[src/rtl/lcd_pkg.sv]
// Shared definitions for the LCD display datapath: converter FSM states and
// operand/result sizing used by the binary-to-BCD block.
package lcd_pkg;

  localparam int unsigned BIN_W      = 8;
  localparam int unsigned BCD_DIGITS = 3;
  localparam int unsigned BCD_W      = 4 * BCD_DIGITS;
  localparam int unsigned CNT_W      = $clog2(BIN_W);

  typedef enum logic [1:0] {
    IDLE = 2'd0,
    CONV = 2'd1,
    DONE = 2'd2
  } state_t;

endpackage : lcd_pkg

[src/rtl/bcd_adj_module.sv]
// Double-dabble digit correction: a BCD digit of 5 or more gets +3 so that the
// following left shift carries correctly into the next decade.
module bcd_adj_module (
  input  logic [3:0] din,
  output logic [3:0] dout
);

  // Inputs reaching this block are at most 9, so din + 3 never wraps 4 bits.
  assign dout = (din >= 4'd5) ? din + 4'd3 : din;

endmodule : bcd_adj_module

[src/rtl/bin2bcd_module.sv]
// Sequential 8-bit binary to 3-digit BCD converter, one bit per clock
// (shift-and-add-3). Results are registered and held until the next completion.
module bin2bcd_module
  import lcd_pkg::*;
(
  input  logic       clk,
  input  logic       rst_n,
  input  logic       start,
  input  logic [7:0] bin,
  output logic       busy,
  output logic       done,
  output logic [3:0] hundreds,
  output logic [3:0] tens,
  output logic [3:0] ones
);

  state_t             state_q;
  logic [BIN_W-1:0]   shift_q;
  logic [BCD_W-1:0]   scratch_q;
  logic [CNT_W-1:0]   cnt_q;

  logic [BCD_W-1:0]   scratch_adj;
  logic [BCD_W-1:0]   scratch_nxt;
  logic               unused_msb;

  for (genvar g = 0; g < BCD_DIGITS; g++) begin : g_adj
    bcd_adj_module u_adj (
      .din  (scratch_q[4*g +: 4]),
      .dout (scratch_adj[4*g +: 4])
    );
  end

  // Corrected digits shifted left one place, taking in the next binary MSB.
  assign scratch_nxt = {scratch_adj[BCD_W-2:0], shift_q[BIN_W-1]};

  // The hundreds digit of an 8-bit value never exceeds 2, so the bit shifted
  // out of the top of the scratch register is always zero.
  assign unused_msb  = scratch_adj[BCD_W-1];

  // NOTE: sequential state uses non-blocking assignments only, so every
  // register samples the pre-edge values regardless of statement order.
  always_ff @(posedge clk or negedge rst_n) begin
    if (!rst_n) begin
      state_q   <= IDLE;
      shift_q   <= '0;
      scratch_q <= '0;
      cnt_q     <= '0;
      busy      <= 1'b0;
      done      <= 1'b0;
      hundreds  <= 4'd0;
      tens      <= 4'd0;
      ones      <= 4'd0;
    end else begin
      case (state_q)
        IDLE: begin
          done <= 1'b0;
          if (start) begin
            shift_q   <= bin;
            scratch_q <= '0;
            cnt_q     <= '0;
            busy      <= 1'b1;
            state_q   <= CONV;
          end
        end

        CONV: begin
          scratch_q <= scratch_nxt;
          shift_q   <= {shift_q[BIN_W-2:0], 1'b0};
          cnt_q     <= cnt_q + CNT_W'(1);
          if (cnt_q == CNT_W'(BIN_W - 1)) begin
            hundreds <= scratch_nxt[11:8];
            tens     <= scratch_nxt[7:4];
            ones     <= scratch_nxt[3:0];
            busy     <= 1'b0;
            done     <= 1'b1;
            state_q  <= DONE;
          end
        end

        DONE: begin
          done    <= 1'b0;
          state_q <= IDLE;
        end

        default: begin
          busy    <= 1'b0;
          done    <= 1'b0;
          state_q <= IDLE;
        end
      endcase
    end
  end

endmodule : bin2bcd_module

[config.mk]
export PLATFORM = sky130hd
export DESIGN_NAME = bin2bcd_module
export DESIGN_NICKNAME = d
export VERILOG_FILES = /design/src/rtl/lcd_pkg.sv /design/src/rtl/bcd_adj_module.sv /design/src/rtl/bin2bcd_module.sv
export SDC_FILE = /design/constraint.sdc
export NUM_CORES = 1
export LEC_CHECK = 0
export BUFFER_PORTS_ARGS = -buffer_cell sky130_fd_sc_hd__clkbuf_2
export CORE_MARGIN = 2
export CORE_UTILIZATION = 56
export DETAILED_ROUTE_END_ITERATION = 8
export GPL_TIMING_DRIVEN = 1
export MAX_ROUTING_LAYER = met4
export PLACE_DENSITY_LB_ADDON = 0.08
export SLEW_MARGIN = 10
export SYNTH_ARGS = -nofsm -noshare
export SYNTH_HDL_FRONTEND = slang
export SYNTH_SLANG_ARGS = --single-unit
[constraint.sdc]
create_clock -name clk -period 4.4 [get_ports clk]
set_input_delay 0.66 -clock clk [delete_from_list [all_inputs] [get_ports clk]]
set_output_delay 0.66 -clock clk [all_outputs]
set_load 0.01 [all_outputs]
Word level (Yosys, flattened, before mapping)
Index checks and enable logic that the tools add are counted.
W data, S select, Z words.

word-level totals
  register bits = 39
  input bits = 11
  output and inout port bits = 14
  logic and storage cells = 45

operators by class
  add/subtract/negate cells = 4
  order comparisons = 3
  equality and inequality tests = 5
  muxes and demuxes = 17
  bitwise gates (word level) = 1
  reductions and logical operators = 6

operators by type and width
  operator               count
  $pmux W12 S2           1
  $pmux W8 S2            1
  $ge A4 B3 Y1 const B   3
  $mux W12               1
  $add A4 B2 Y4 const B  2
  $mux W4                2
  $mux W8                1
  $mux W3                2
  $pmux W3 S2            1
  $reduce_and A2 Y1      3
  $mux W1                4
  $mux W2                2
  $ne A2 B2 Y1 const B   2
  $pmux W2 S2            1
  $add A3 B1 Y3 const B  1
  $add A3 B2 Y3 const B  1
  $eq A3 B3 Y1 const B   1
  $pmux W1 S3            1
  $reduce_and A3 Y1      1
  $eq A2 B1 Y1 const B   1
  $eq A2 B2 Y1 const B   1
  $logic_not A2 Y1       1
  $reduce_bool A2 Y1     1
  $not A1 Y1             1

Depth between registers and ports, before layout
Gate-level depths: netlist (run 1).

  word-level depth = 3
  depth in mapped cells = 7
  depth with buffers taken out = 6

Cells and area by module
A second synthesis (run 1) with hierarchy kept.

second synthesis, totals
  cells, all modules = 168
  area, all modules = 1883.1 um2

modules (own cells, without submodules)
  module          instances  cells each  area each (um2)  seq. area each (um2)
  bin2bcd_module  1          120         1579.0           975.9
  bcd_adj_module  3          16          101.3            0.0

Least setup slack after synthesis (run 1)
Ideal clock, no wire load.

  kind = reg-to-reg
  start = register scratch_q[0]
  end = register scratch_q[2]
  library setup time = 0.083 ns
  arrival = 1.446 ns
  required time = 4.317 ns
  path slack = 2.872 ns
  cell stages (with the launch flop) = 7
  buffers on the path = 0
  clock period less this slack = 1.528 ns
  cells stage by stage = dfrtp_1 -> inv_1 -> ha_1 -> nand2b_1 -> a21oi_1 -> mux2_2 -> o21ai_0

between the ends
  word-level cells in the longest chain between the ends = 3
  elaborated cells on any way between the ends = 4
  those cells by class = add/sub (1); order compare (1); mux (2)

ends and longest elaborated chain
  element                                               line                  text
  from (decl)                                           bin2bcd_module.sv:19  logic [BCD_W-1:0] scratch_q;
  from (signal assigned)                                bin2bcd_module.sv:67  scratch_q <= scratch_nxt;
  $add A4 B2 Y4 / $ge A4 B3 Y1 (equally long branches)  bcd_adj_module.sv:9   assign dout = (din >= 4'd5) ? din + 4'd3 : din;
  $mux W4 *                                             bcd_adj_module.sv:9
  $pmux W12 S2 *                                        bin2bcd_module.sv:54  case (state_q)

Mark *: on every way between the ends. The rest lies on a longest branch, timed or not.
A chain may end at the register's enable or synchronous reset.

Worst setup path after layout (run 1)
Ends and elaborated chain as after synthesis.

==> results of run 1 <==
power groups by stage:
stage	sequential, uW	combinational [uW]	clock (uW)
detailed placement	634	623	0
finish	629	615	175
global placement	629	595	0
floorplan	632	449	0
global route	653	709	198
CTS	628	625	181
Yosys cell counts:
cell type and instances:
nor3_1 3, ha_1 8, nor2_1 5, o21ai_1 10
o21bai_1 1, xnor2_1 3, nor2b_1 5, mux2_1 1
mux2i_1 6, dfrtp_1 39, nand2b_1 4, o21ai_0 24
nand2_2 1, buf_2 5, nand2_1 30, buf_4 2
clkbuf_1 1, mux2_2 3, nor3b_1 5, a21oi_1 11
nand3_1 3, a22o_1 3, inv_1 8, a22oi_1 2
final timing paths:
kind / start / end / slack (ns) / cells past startpoint
setup / recovery: scratch_q[0] / scratch_q[2] / 2.67 / 6
hold / removal: rst_n / ones[3] / 0.45 / 1
setup reg to reg: scratch_q[0] / scratch_q[2] / 2.67 / 6
hold reg to reg: tens[2] / tens[2] / 0.49 / 2
max in group asynchronous: rst_n / shift_q[0] / 3.37 / 1
min in group clk: tens[2] / tens[2] / 0.49 / 2
sequential cells by signal, indices dropped and copies added, names as in the netlist:
name and cells:
scratch_q 12, shift_q 8, hundreds 4, ones 4, tens 4, cnt_q 3
state_q 2, busy 1, done 1
critical path: cells and delay by family (launching register included):
family                     cells  cell delay [ns]
adders and majority gates      1             0.24
DFF                            1             0.43
AOI/OAI and AO/OA              2             0.39
buffers and inverters          1             0.10
and+or+nand+nor                1             0.10
muxes                          1             0.38
cells by family (layout without fill, tap and decap cells):
logic type      Yosys count  count (layout)  synth area share (%)
mux                      10              10                  5.79
xor+xnor                  3               3                  1.45
flops                    39              39                  53.7
buf+inv                  16              42                  4.06
compound gates           51              51                  15.1
fa+ha+maj                 8               8                  5.51
simple gates             56              56                  14.4
placed cells by master (no fill, tap or decap):
master    instances
mux2_2            3
a22oi_1           2
nor3_1            3
ha_1              8
clkbuf_4          5
nand2b_1          4
nor2_1            5
clkbuf_1          2
o21ai_1          10
mux2_1            1
nand3_1           3
xnor2_1           3
o21bai_1          1
o21ai_0          24
nor2b_1           5
inv_1             8
nand2_2           1
dfrtp_1          39
a21oi_1          11
clkbuf_2         24
nand2_1          30
clkinv_2          1
buf_4             2
nor3b_1           5
a22o_1            3
mux2i_1           6
layer usage:
metal | GRT usage [%] | part of all wire [%] | vias to the layer above
li1 | - | - | 676
met1 | 27.2 | 49 | 641
met2 | 33.8 | 47 | 20
met3 | 4.05 | 3.1 | 5
met4 | 10.2 | 1.3 | 0
met5 | - | 0 | -
cell type report:
class | count | area [sq um]
multi-input cells | 128 | 767
clock inverters | 1 | 5.00
repair buffers | 26 | 135
well taps | 44 | 55.1
clock buffers | 7 | 45.0
fillers | 279 | 1060
flip-flops and latches | 39 | 976
inverters | 8 | 30.0
metrics by stage:
step / utilization (%) / total power, uW / hold slack [ns] / cell area [sq um]
floorplan: - / 1080 / 0.364 / 1820
global placement: 63.8 / 1220 / 0.463 / 1960
detailed placement: 63.8 / 1260 / 0.471 / 1960
CTS: 65.4 / 1430 / 0.473 / 2010
global route: 65.4 / 1560 / 0.511 / 2010
finish: 65.4 / 1420 / 0.454 / 2010
==> flow_summary.ini, run 1 <==
[status]
run_status = finished clean

[critical_path]
start_kind = register
crit_path_max_incr_delay_ns = 0.43
critical_path_required_ns = 4.65
critical_path_arrival_ns = 1.98
worstPathMaxFanout = 5
crit_path_end_kind = register
critical_path_class = reg2reg
critical_path.slowest_cell = dfrtp_1
path_cells = inv_1 -> ha_1 -> nand2b_1 -> a21oi_1 -> mux2_2 -> o21ai_0

[timing]
report.final.hold_viol_count = 0
final.setup_skew_ns = 0.00691
timing.fmax_mhz = 578
layout_worst_path_cycle_share_pct = 39.3
setup_repair_after_global_routing_missed_its_margin = false
setup_viol = 0
tightest_slew_ns = 0.945
maxSlewHeadroom_pct = 37.0
timing_max_transition_violations_final = 0
setup_slack_ns = 2.67
totalNegativeSetupSlack_ns = 0
fin_crit_ns = 1.73

[synth]
synth.yosys.warnings = 0
portion_of_the_post_synthesis_area_used_by_sequential_elements_pct = 53.7
post_syn_area_sq_um = 1820
ys_top_cells_by_area = dfrtp_1 (54%), o21ai_0 (6.6%), nand2_1 (6.2%)
postSynthRegisterBits = 39
synth.distinct_cells = 24
syn_inst_count = 183
synth_largest_type_area_fraction_pct = 53.7
yosysTopAreaCell = dfrtp_1
postSynthAreaPerCell_sq_um = 9.93
postSynthNetCount = 202

[power]
cellLeakagePower_uw = 0.000984
clkPwrFrac_pct = 12.3
power.share.combinational_pct = 43.3
internal-power_uw = 845
net_sw_power_uw = 573
sw_ratio_pct = 40.4
pwr_density_cell_nw_per_um2 = 705
vdd_drop_max_mv = 0.347
sequential_cell_fraction_of_total_power_pct = 44.3

[floorplan]
floorplan.initialDensity_pct = 59.0
placementRows = 20
die_area_sq_um = 3720
die_x_microns = 61.0
core_sq_um = 3080
chipHeight_microns = 61.0
io_pins = 25

[route]
first_iter_violations = 80
drt_antenna_net_count = 0
vias_per_cell = 5.30
detail_route.wirelength_microns = 3290
drc = 0
dr_total_vias = 1342
post_drt_wl_per_cell_microns = 13.0
firstDrtPassIters = 4

[global_routing]
pin_count_of_the_biggest_net_entering_global_routing = 40
antenna_found_initial = 0
grt_pass1_wl_microns = 5670
globalRoute.totalOverflow = 0
grt_use_total_pct = 21.6
grt_pass1_vias = 1293

[place]
place.gp.congestion = 0.820
post_detail_place_hpwl_microns = 2270
port_buffers = 24
placed_cells = 245
preCtsSetupSlack_ns = 2.66

[clock_network]
cts-root-buf = clkbuf_4
number_of_levels_in_the_clock_h_tree = 2
cts_sinks = 39
clock_path_buffers = 2
cts-resized-gates = 0
clkLatencyLatePin_ns = 0.33
clk_pin_slew_worst_paths_ns = 0.11
tritoncts_buffer_count = 5
post_cts_buffers = 0
cts_hold_buffers_added = 0
cts_tree = done

[finish]
diodes = 0
fin_nets = 227
post_layout_nonfiller_instances = 253
synth_to_layout_area_growth_pct = 10.8
final_layout_size_suffix_gt1_share_pct = 17.2

[flow_run]
maxCapViolCount = 0

[hold_path]
type_of_the_most_critical_hold_path = in2async
(Power assumes the default switching activity.)
==> inputs of run 2 (changes only) <==
Settings changed: ABC_AREA set to 1, CORE_UTILIZATION 56 to 51.
Clock period 4.4 ns to 1.45 ns, I/O delays scaled along.
==> run 2 against run 1 <==
Against the previous run:
- power rose to 3.6 times the previous value
- cell area up 8.4%
- cell count up 16%
- synthesized cell count up 16%
- sequential share of layout area down 3.8 points
- maximum frequency up 28%
- register-to-register slack worse by 2.6 ns
- clock skew up 0.0095 ns
- critical path type unchanged
- largest power group is now combinational cells
- highest routed layer unchanged
==> flow_summary.ini, run 2 <==
[place]
preCtsSetupSlack_ns = 0.0192
place.gp.congestion = 0.767
post_detail_place_hpwl_microns = 2760
port_buffers = 24
placedInstanceArea_sq_um = 2020
placed_cells = 280

[timing]
timing.fmax_mhz = 741
tightest_slew_ns = 0.474
setup_viol = 0
layout_worst_path_cycle_share_pct = 93.1
maxSlewHeadroom_pct = 68.3
setup_slack_ns = 0.100
timing_max_transition_violations_final = 0
setup_repair_after_global_routing_missed_its_margin = true
fin_crit_ns = 1.35
report.final.hold_viol_count = 0
final.setup_skew_ns = 0.0164
holdWs_ns = 0.0956
totalNegativeSetupSlack_ns = 0

[synth]
post_syn_area_sq_um = 1860
yosysMostFrequentCell = nand2_1
synth.distinct_cells = 22
synth.yosys.warnings = 0
postSynth.topFlopCell = dfrtp_1
ys_top_cells_by_area = dfrtp_1 (52%), nand2_1 (12%), nand3_1 (5.9%)
number_of_enable_flip_flop_cells_after_synthesis = 0
postSynthNetCount = 232
synth_common_cells = nand2_1 (62), dfrtp_1 (39), nand3_1 (22)
synth_largest_type_area_fraction_pct = 52.3
synthArstFlopShare_pct = 100
portion_of_the_post_synthesis_area_used_by_sequential_elements_pct = 52.3
syn_inst_count = 213
postSynthRegisterBits = 39
postSynthAreaPerCell_sq_um = 8.75
yosysTopAreaCell = dfrtp_1

[floorplan]
placementRows = 21
chipHeight_microns = 64.5
floorplan.initialDensity_pct = 54.6
die_x_microns = 64.5
die_area_sq_um = 4160
io_pins = 25
core_sq_um = 3420

[clock_network]
clk_pin_slew_worst_paths_ns = 0.12
number_of_levels_in_the_clock_h_tree = 2
clock_path_buffers = 2
cts_tree = done
clkLatencyLatePin_ns = 0.35
cts-root-buf = clkbuf_4
tritoncts_buffer_count = 5
cts_sinks = 39

[critical_path]
worst_r2r_path_cells = 8
worstPathMaxFanout = 4
critical_path_arrival_ns = 1.63
critical_path_required_ns = 1.73
start_kind = register
worstReg2RegStart = scratch_q[0]
critical_path_class = reg2reg
crit_path_end_kind = register
startpoint = scratch_q[0]

[route]
vias_per_cell = 5.35
drc = 0
first_iter_violations = 104
post_drt_wl_per_cell_microns = 13.4
detail_route.wirelength_microns = 3920
dr_total_vias = 1567
firstDrtPassIters = 4
drt_antenna_net_count = 0

[finish]
layout.cells.most_common_list = nand2_1 (59), dfrtp_1 (39), clkbuf_2 (24), nand3_1 (20), o21ai_0 (19)
fin_nets = 265
area.sequential_sq_um = 976
largest_register = scratch_q
final_layout_size_suffix_gt1_share_pct = 22.3
n_fill_cell = 311
largest_register_ffs = 12
finalInstanceArea_sq_um = 2180
largestRegisters = scratch_q: 12 flops, shift_q: 8 flops
diodes = 0
post_layout_nonfiller_instances = 293
area_occupied_by_multi_input_gates_sq_um = 811
synth_to_layout_area_growth_pct = 17.0
final_common_cell = nand2_1

[hold_path]
type_of_the_most_critical_hold_path = in2reg
timing.hold.worst.start = bin[0]
holdPathStages = 3

[power]
vdd_drop_max_mv = 1.20
cellLeakagePower_uw = 0.00114
pwr_density_cell_nw_per_um2 = 2340

[flow_run]
maxCapViolCount = 0

[global_routing]
grt_pass1_wl_microns = 6510
globalRoute.totalOverflow = 0
pin_count_of_the_biggest_net_entering_global_routing = 40
grt_use_total_pct = 21.3
grt_pass1_vias = 1460
antenna_found_initial = 0

[status]
run_status = finished clean
-- run 2: cell types whose count changed after synthesis, moves of 4 or more --
cell and change:
o21ai_0 -5, nand2_1 +32, mux2i_1 -6, nor2_1 +8, inv_1 +9, nand2b_1 -4, nor2b_1 -5, nand3_1 +19
a21oi_1 -8, o21ai_1 -6, nor3b_1 -5, nand4_1 +6, o22ai_1 +5
-- run 2: path summary, 6_finish.rpt --
kind	end	slack, ns
setup / recovery	scratch_q[1]	0.10
hold / removal	shift_q[0]	0.1
setup reg to reg	scratch_q[1]	0.10
hold reg to reg	ones[0]	0.50
max in group asynchronous	shift_q[6]	0.67
min in group asynchronous	hundreds[1]	0.44
-- run 2: area by class of cell --
type	count	share of cell area, %
Clock inverter	3	2.01
Tap cell	46	2.64
Multi-Input combinational cell	151	37.2
Timing Repair Buffer	30	8.26
Inverter	19	3.50
Clock buffer	5	1.72
Sequential cell	39	44.7
-- run 2: cells by family (layout without fill, tap and decap cells) --
| logic type | after synthesis | after routing | share of synthesized area [%] |
|---|---|---|---|
| fa+ha+maj | 8 | 8 | 5.37 |
| compound gates | 35 | 35 | 10.5 |
| simple gates | 107 | 108 | 25.6 |
| flops | 39 | 39 | 52.3 |
| buf+inv | 24 | 57 | 6.11 |
-- run 2: report_power, final --
group / switching, uW / internal (uW) / total (uW)
logic: 1520 / 906 / 2430
registers: 351 / 1610 / 1960
clock network: 368 / 363 / 730
total: 2240 / 2880 / 5120
-- run 2: through the flow --
| step | power [uW] | utilization (%) |
|---|---|---|
| detailed placement | 4240 | 59.0 |
| global placement | 4120 | 59.0 |
| finish | 5120 | 63.9 |
| floorplan | 3590 | - |
| global route | 5590 | 63.9 |
| CTS | 4980 | 61.7 |
-- run 2: worst max-delay path, cell delays in order, from the launching register on --
cell and delay [ns]:
dfrtp_1 0.43, inv_2 0.10, ha_1 0.17, inv_1 0.04, nand2_1 0.12, nand3_2 0.12, nand2_1 0.12, nand3_1 0.09
nand2_1 0.08
-- run 2: timing repair --
item,4_1_cts,5_1_grt
resized for setup,0,11
endpoints found under the setup margin,0,17
setup buffers,0,3
hold buffers,1,0
endpoints found under the hold margin,39,0
-- run 2: routing by layer --
layer	global-route usage [%]	vias to the layer above	part of all wire (%)	routed length (microns)
met3	4.17	9	5.5	216
li1	-	775	-	-
met4	9.04	0	2.3	89
met2	34.1	55	48	1860
met1	26.7	728	45	1750
met5	-	-	0	0
